==> src/rtl/des_block_packer_if.sv <==
// Byte-in / block-out bus of the DES block packer, including the key capture lines.
interface des_block_packer_if;
    logic [64:1] key_in;
    logic        key_load;
    logic [7:0]  byte_in;
    logic        byte_valid;
    logic        byte_last;
    logic        byte_ready;
    logic [64:1] blk_m;
    logic [64:1] blk_k;
    logic        blk_valid;
    logic        blk_ready;
    logic        blk_last;

    // Packer side: takes bytes and the key, presents blocks.
    modport slave (
        input  key_in, key_load, byte_in, byte_valid, byte_last, blk_ready,
        output byte_ready, blk_m, blk_k, blk_valid, blk_last
    );

    // Producer/consumer side: supplies bytes and the key, takes blocks.
    modport master (
        output key_in, key_load, byte_in, byte_valid, byte_last, blk_ready,
        input  byte_ready, blk_m, blk_k, blk_valid, blk_last
    );
endinterface

==> src/rtl/des_block_packer.sv <==
// Packs a plaintext byte stream into 64-bit DES blocks, big-endian byte order,
// finishing a message with PKCS#5 padding (PAD_EN=1) or zero fill (PAD_EN=0).
// Each block carries the key that was captured at the start of that block.
module des_block_packer #(
    parameter bit PAD_EN = 1'b1
) (
    input  logic                clk,
    input  logic                rst_n,
    des_block_packer_if.slave   bus
);

    typedef enum logic [1:0] {
        FILL   = 2'd0,
        PAD    = 2'd1,
        HOLD   = 2'd2,
        PADBLK = 2'd3
    } state_t;

    state_t      state;
    state_t      state_next;
    logic [2:0]  cnt;
    logic [64:1] blk_m_q;
    logic [64:1] key_q;
    logic        blk_last_q;
    logic        pad_pending;
    logic [7:0]  pad_byte;
    logic        accept;
    logic        handshake;
    logic        wr_en;
    logic [7:0]  wr_byte;

    // byte_ready is gated by rst_n so nothing is offered while reset is held.
    assign bus.byte_ready = rst_n && (state == FILL);
    assign bus.blk_valid  = (state == HOLD) || (state == PADBLK);
    assign bus.blk_m      = blk_m_q;
    assign bus.blk_k      = key_q;
    assign bus.blk_last   = blk_last_q;

    assign accept    = bus.byte_valid && bus.byte_ready;
    assign handshake = bus.blk_valid && bus.blk_ready;

    // State register.
    always_ff @(posedge clk or negedge rst_n) begin
        if (!rst_n) begin
            state <= FILL;
        end else begin
            state <= state_next;
        end
    end

    // Next-state logic and selection of the byte written into the current slot.
    always_comb begin
        state_next = state;
        wr_en      = 1'b0;
        wr_byte    = bus.byte_in;
        case (state)
            FILL: begin
                if (accept) begin
                    wr_en = 1'b1;
                    if (cnt == 3'd7) begin
                        state_next = HOLD;
                    end else if (bus.byte_last) begin
                        state_next = PAD;
                    end
                end
            end
            PAD: begin
                wr_en   = 1'b1;
                wr_byte = pad_byte;
                if (cnt == 3'd7) begin
                    state_next = HOLD;
                end
            end
            HOLD: begin
                if (handshake) begin
                    state_next = pad_pending ? PADBLK : FILL;
                end
            end
            PADBLK: begin
                if (handshake) begin
                    state_next = FILL;
                end
            end
            default: state_next = FILL;
        endcase
    end

    // Datapath: key capture, byte slot writes, counter, last/pad bookkeeping.
    always_ff @(posedge clk or negedge rst_n) begin
        if (!rst_n) begin
            cnt         <= 3'd0;
            blk_m_q     <= '0;
            key_q       <= '0;
            blk_last_q  <= 1'b0;
            pad_pending <= 1'b0;
            pad_byte    <= 8'h00;
        end else begin
            if ((state == FILL) && (cnt == 3'd0) && bus.key_load) begin
                key_q <= bus.key_in;
            end

            if (wr_en) begin
                for (int i = 0; i < 8; i++) begin
                    if (cnt == 3'(i)) begin
                        blk_m_q[64-8*i -: 8] <= wr_byte;
                    end
                end
            end

            case (state)
                FILL: begin
                    if (accept) begin
                        cnt <= cnt + 3'd1;
                        if (cnt == 3'd7) begin
                            blk_last_q  <= bus.byte_last && !PAD_EN;
                            pad_pending <= bus.byte_last && PAD_EN;
                        end else if (bus.byte_last) begin
                            pad_byte <= PAD_EN ? {5'd0, 3'd7 - cnt} : 8'h00;
                        end
                    end
                end
                PAD: begin
                    cnt <= cnt + 3'd1;
                    if (cnt == 3'd7) begin
                        blk_last_q <= 1'b1;
                    end
                end
                HOLD: begin
                    if (handshake) begin
                        if (pad_pending) begin
                            blk_m_q     <= {8{8'h08}};
                            blk_last_q  <= 1'b1;
                            pad_pending <= 1'b0;
                        end else begin
                            blk_last_q <= 1'b0;
                        end
                    end
                end
                PADBLK: begin
                    if (handshake) begin
                        blk_last_q <= 1'b0;
                    end
                end
                default: ;
            endcase
        end
    end

endmodule

==> src/flat_wrapper.sv <==
// flat-port wrapper written by rule: the top's interface ports become plain ports
module des_block_packer_flat 
#(
    parameter bit PAD_EN = 1'b1
)
  (clk, rst_n, bus_key_in, bus_key_load, bus_byte_in, bus_byte_valid, bus_byte_last, bus_blk_ready, bus_byte_ready, bus_blk_m, bus_blk_k, bus_blk_valid, bus_blk_last);
  des_block_packer_if bus_i ();
  input  logic clk;
  input  logic rst_n;
  input wire logic [$bits(bus_i.key_in)-1:0] bus_key_in;
  input wire logic [$bits(bus_i.key_load)-1:0] bus_key_load;
  input wire logic [$bits(bus_i.byte_in)-1:0] bus_byte_in;
  input wire logic [$bits(bus_i.byte_valid)-1:0] bus_byte_valid;
  input wire logic [$bits(bus_i.byte_last)-1:0] bus_byte_last;
  input wire logic [$bits(bus_i.blk_ready)-1:0] bus_blk_ready;
  output wire logic [$bits(bus_i.byte_ready)-1:0] bus_byte_ready;
  output wire logic [$bits(bus_i.blk_m)-1:0] bus_blk_m;
  output wire logic [$bits(bus_i.blk_k)-1:0] bus_blk_k;
  output wire logic [$bits(bus_i.blk_valid)-1:0] bus_blk_valid;
  output wire logic [$bits(bus_i.blk_last)-1:0] bus_blk_last;
  assign bus_i.key_in = bus_key_in;
  assign bus_i.key_load = bus_key_load;
  assign bus_i.byte_in = bus_byte_in;
  assign bus_i.byte_valid = bus_byte_valid;
  assign bus_i.byte_last = bus_byte_last;
  assign bus_i.blk_ready = bus_blk_ready;
  assign bus_byte_ready = bus_i.byte_ready;
  assign bus_blk_m = bus_i.blk_m;
  assign bus_blk_k = bus_i.blk_k;
  assign bus_blk_valid = bus_i.blk_valid;
  assign bus_blk_last = bus_i.blk_last;
  des_block_packer #(.PAD_EN(PAD_EN)) u_core (.clk(clk), .rst_n(rst_n), .bus(bus_i));
endmodule
==> config.mk <==
export PLATFORM = sky130hd
export DESIGN_NAME = des_block_packer_flat
export DESIGN_NICKNAME = d
export VERILOG_FILES = /design/src/rtl/des_block_packer_if.sv /design/src/rtl/des_block_packer.sv /design/src/flat_wrapper.sv
export SDC_FILE = /design/constraint.sdc
export NUM_CORES = 1
export LEC_CHECK = 0
export BUFFER_PORTS_ARGS = -buffer_cell sky130_fd_sc_hd__buf_2
export CAP_MARGIN = 20
export CORE_UTILIZATION = 35
export CTS_BUF_LIST = sky130_fd_sc_hd__clkbuf_4
export CTS_CLUSTER_DIAMETER = 150
export DETAILED_ROUTE_END_ITERATION = 8
export GPL_TIMING_DRIVEN = 0
export SLEW_MARGIN = 20
export SYNTH_ARGS = -nofsm -noshare
export SYNTH_HDL_FRONTEND = slang
export SYNTH_SLANG_ARGS = --single-unit
==> constraint.sdc <==
create_clock -name clk -period 2.1 [get_ports clk]
set_clock_uncertainty 0.1 [all_clocks]
set_input_delay 0.525 -clock clk [delete_from_list [all_inputs] [get_ports clk]]
set_output_delay 0.525 -clock clk [all_outputs]
set_load 0.01 [all_outputs]
==> results.yml <==
timing:
  post-route-min-period_ps: 2130
  setup_tns_ps: -77.7
  setup_violations: 3
  finalCritPeriodShare_pct: 102
  grt_setup_unrepaired: "true"
  holdWs_ps: -247
  hold_violations: 68
  max_freq_mhz: 468
  tightest_slew_ps: 517
  layout_setup_ws_ps: -34.9
  final_max_slew_viol_count: 0
  slew_headroom_pct: 65.5
logic_synthesis:
  syn_avg_cell_area_um2: 12.0
  ys_warn_count: 0
  async_reset_ff_share_pct: 100
  yosysSeqAreaShare_pct: 55.0
  synthTopCellsByArea: "dfrtp_1 55%, mux2_4 14%, nand3_1 3.6%"
  yosysMostFrequentCell: "dfrtp_1"
  yosysUniqueCellTypes: 32
  synth-seq-cells: 138
  synth_fp_nets: 610
  synth_ff_type: "dfrtp_1"
  synthesis.area_um2: 6280
  synth_edf_count: 0
  syn_inst: 522
  synth_top_area_share_pct: 55.0
  synth_top_cell_by_area: "dfrtp_1"
  synth_common_cells: "138 x dfrtp_1, 60 x mux2_4, 59 x nand2_1, 45 x nand3_1, 25 x a31oi_1"
layout:
  multi_input_area_um2: 2680
  seq_area_um2: 3450
  instances_no_fill: 996
  syn_to_final_growth_pct: 28.5
  drive_gt1_share_pct: 46.8
  nNetsFinal: 845
  fill_cells: 1639
drt:
  vias: 5088
  route.antenna.remaining_nets: 0
  drt_iter0_markers: 247
  drt-vias-per-instance: 5.11
  wl_per_cell_um: 18.0
  wl_mm: 17.9
  drcViolationCount: 0
  drt_pre_antenna_iters: 5
floorplan:
  io_pins: 209
  die_area_um2: 18500
  rows: 48
  die_h_um: 136
  start_util_pct: 36.1
  coreArea_um2: 17400
  die_x_um: 136
clock_tree:
  cts_inserted_buffers: 17
  insertion_delay_ps: 540
  clkTransAtPathRegs_ps: 120
  cts.sink_count: 138
  clockRootBuffer: "clkbuf_4"
  cts-htree-levels: 4
  cts_tree: "done"
  clockBufferDepth: 2
power:
  comb_power_share_pct: 48.0
  sequentialPowerShare_pct: 38.7
  pwr-share-clk_pct: 13.3
  p_leak_nw: 4.13
  p_sw_w: 0.00476
  swShare_pct: 40.1
  power.internal_w: 0.00713
  powerDensity_nw_per_um2: 1470
  ir_drop_uv: 573
critical_path:
  cp_max_fo: 5
  regToRegStartpoint: "u_core.state[1]"
  worstReg2RegEnd: "u_core.state[1]"
  rr_worst_depth: 6
  cp.arrival_ps: 1510
  end_kind: "primary output"
  reg2reg_slack_ps: -20
  startpoint_type: "flip-flop"
  worstSetupPathType: "flip-flop to primary output"
  worstPathRequired_ps: 1470
global_routing:
  grt_overflow: 0
  grt_max_degree: 77
  grt_pass1_wl_mm: 27.1
  grt_usage_pct: 19.3
  antenna_found_initial: 2
  grt_pass1_vias: 5183
run_status:
  status: "complete, but fails checks"
  violations: "negative hold slack, negative setup slack"
job:
  cap_violations: 0
place:
  preCtsSetupSlack_ps: -594
  placedCellCount: 956
  dp_hpwl_mm: 12.9
  gp_congestion: 0.846
  portBuffers: 208
hold_path:
  hold_class: "input pin to async pin"
worst max-delay path by stage:
stage,startpoint,endpoint,cells after the start
finish,u_core.state[1],bus_blk_valid,4
global route,u_core.state[0],bus_blk_valid,5
CTS,u_core.state[1],bus_byte_ready,5
detailed placement,rst_n,u_core.bus.blk_m[4],6
global placement,rst_n,u_core.bus.blk_m[4],5
floorplan,u_core.cnt[0],u_core.bus.blk_k[10],6
worst max-delay path, cell delays in order, from the launching register on:
cell and delay, ps:
dfrtp_2 490, ha_4 210, nor2_4 110, inv_1 40, buf_2 130
power groups by stage:
stage | clock (W) | sequential (W) | combinational, W
3_3_place_gp | 0 | 0.00455 | 0.00535
2_1_floorplan | 0 | 0.00505 | 0.00287
5_1_grt | 0.00177 | 0.00475 | 0.00624
6_report | 0.00158 | 0.00460 | 0.00571
4_1_cts | 0.00165 | 0.00458 | 0.00561
3_5_place_dp | 0 | 0.00462 | 0.00550
cell usage in the layout (no fill, tap or decap), types with 4 or more instances in the layout:
| master | Yosys | layout |
|---|---|---|
| inv_1 | 10 | 8 |
| buf_2 | 6 | 211 |
| buf_4 | 3 | 8 |
| and3_1 | 5 | 4 |
| nor2b_1 | 8 | 8 |
| clkbuf_1 | 17 | 7 |
| dfrtp_1 | 138 | 137 |
| nor2_1 | 13 | 10 |
| a32oi_1 | 8 | 8 |
| ha_1 | 10 | 6 |
| a31oi_1 | 25 | 25 |
| clkbuf_2 | 0 | 10 |
| o21ai_0 | 19 | 17 |
| mux2_2 | 9 | 9 |
| buf_6 | 6 | 8 |
| o221ai_1 | 4 | 4 |
| clkbuf_4 | 0 | 20 |
| clkinv_2 | 0 | 6 |
| nand2_1 | 59 | 57 |
| nand3_1 | 45 | 44 |
| mux2i_1 | 19 | 19 |
| nand2b_1 | 8 | 8 |
| a22oi_1 | 5 | 5 |
| a21oi_1 | 21 | 21 |
| mux2_4 | 60 | 60 |
| nand4_1 | 13 | 13 |
flip-flops by register name (all words and copies together), names as in the netlist:
signal / flops
u_core.bus.blk_last: 1
u_core.cnt: 3
u_core.pad_byte: 3
u_core.pad_pending: 1
u_core.bus.blk_k: 64
u_core.state: 2
u_core.bus.blk_m: 64
final cells by class:
cell class | instances | area share, %
antenna | 1 | 0.0310
buffer | 32 | 2.42
clock buffer | 19 | 1.77
clock inverter | 13 | 1.30
inverter | 11 | 0.512
multi-input combinational | 340 | 33.2
sequential | 138 | 42.8
tap | 225 | 3.49
timing repair buffer | 217 | 14.5
metrics by stage:
| stage | utilization (%) | instance area (um^2) | power [W] |
|---|---|---|---|
| final | 46.3 | 8070 | 0.0119 |
| after global routing | 46.3 | 8070 | 0.0128 |
| after floorplan | - | 6280 | 0.00792 |
| after CTS | 45.6 | 7950 | 0.0118 |
| after global placement | 43.7 | 7600 | 0.00990 |
| after detailed placement | 43.9 | 7640 | 0.0101 |
cells by family after synthesis:
family | share of synthesized area, %
compound gates | 8.29
xor+xnor | 0.139
fa+ha+maj | 1.99
buf+inv | 3.64
flops | 55.0
mux | 19.0
simple gates | 12.0
metal layers:
layer / track usage (%) / vias to the layer above / share of wire (%)
met5: 0 / - / 0.073
met4: 7.04 / 2 / 2.1
met2: 31.0 / 225 / 46
met3: 7.76 / 35 / 9.0
li1: - / 2346 / -
met1: 23.2 / 2480 / 43
repair_timing:
item | CTS | global route
endpoints found under the hold margin | 68 | 68
pin swaps | 2 | 4
endpoints found under the setup margin | 66 | 122
cloned | 0 | 1
buffers inserted | 4 | 3
gates resized for setup | 14 | 32
Note: power is estimated with default switching activity, not from simulation.
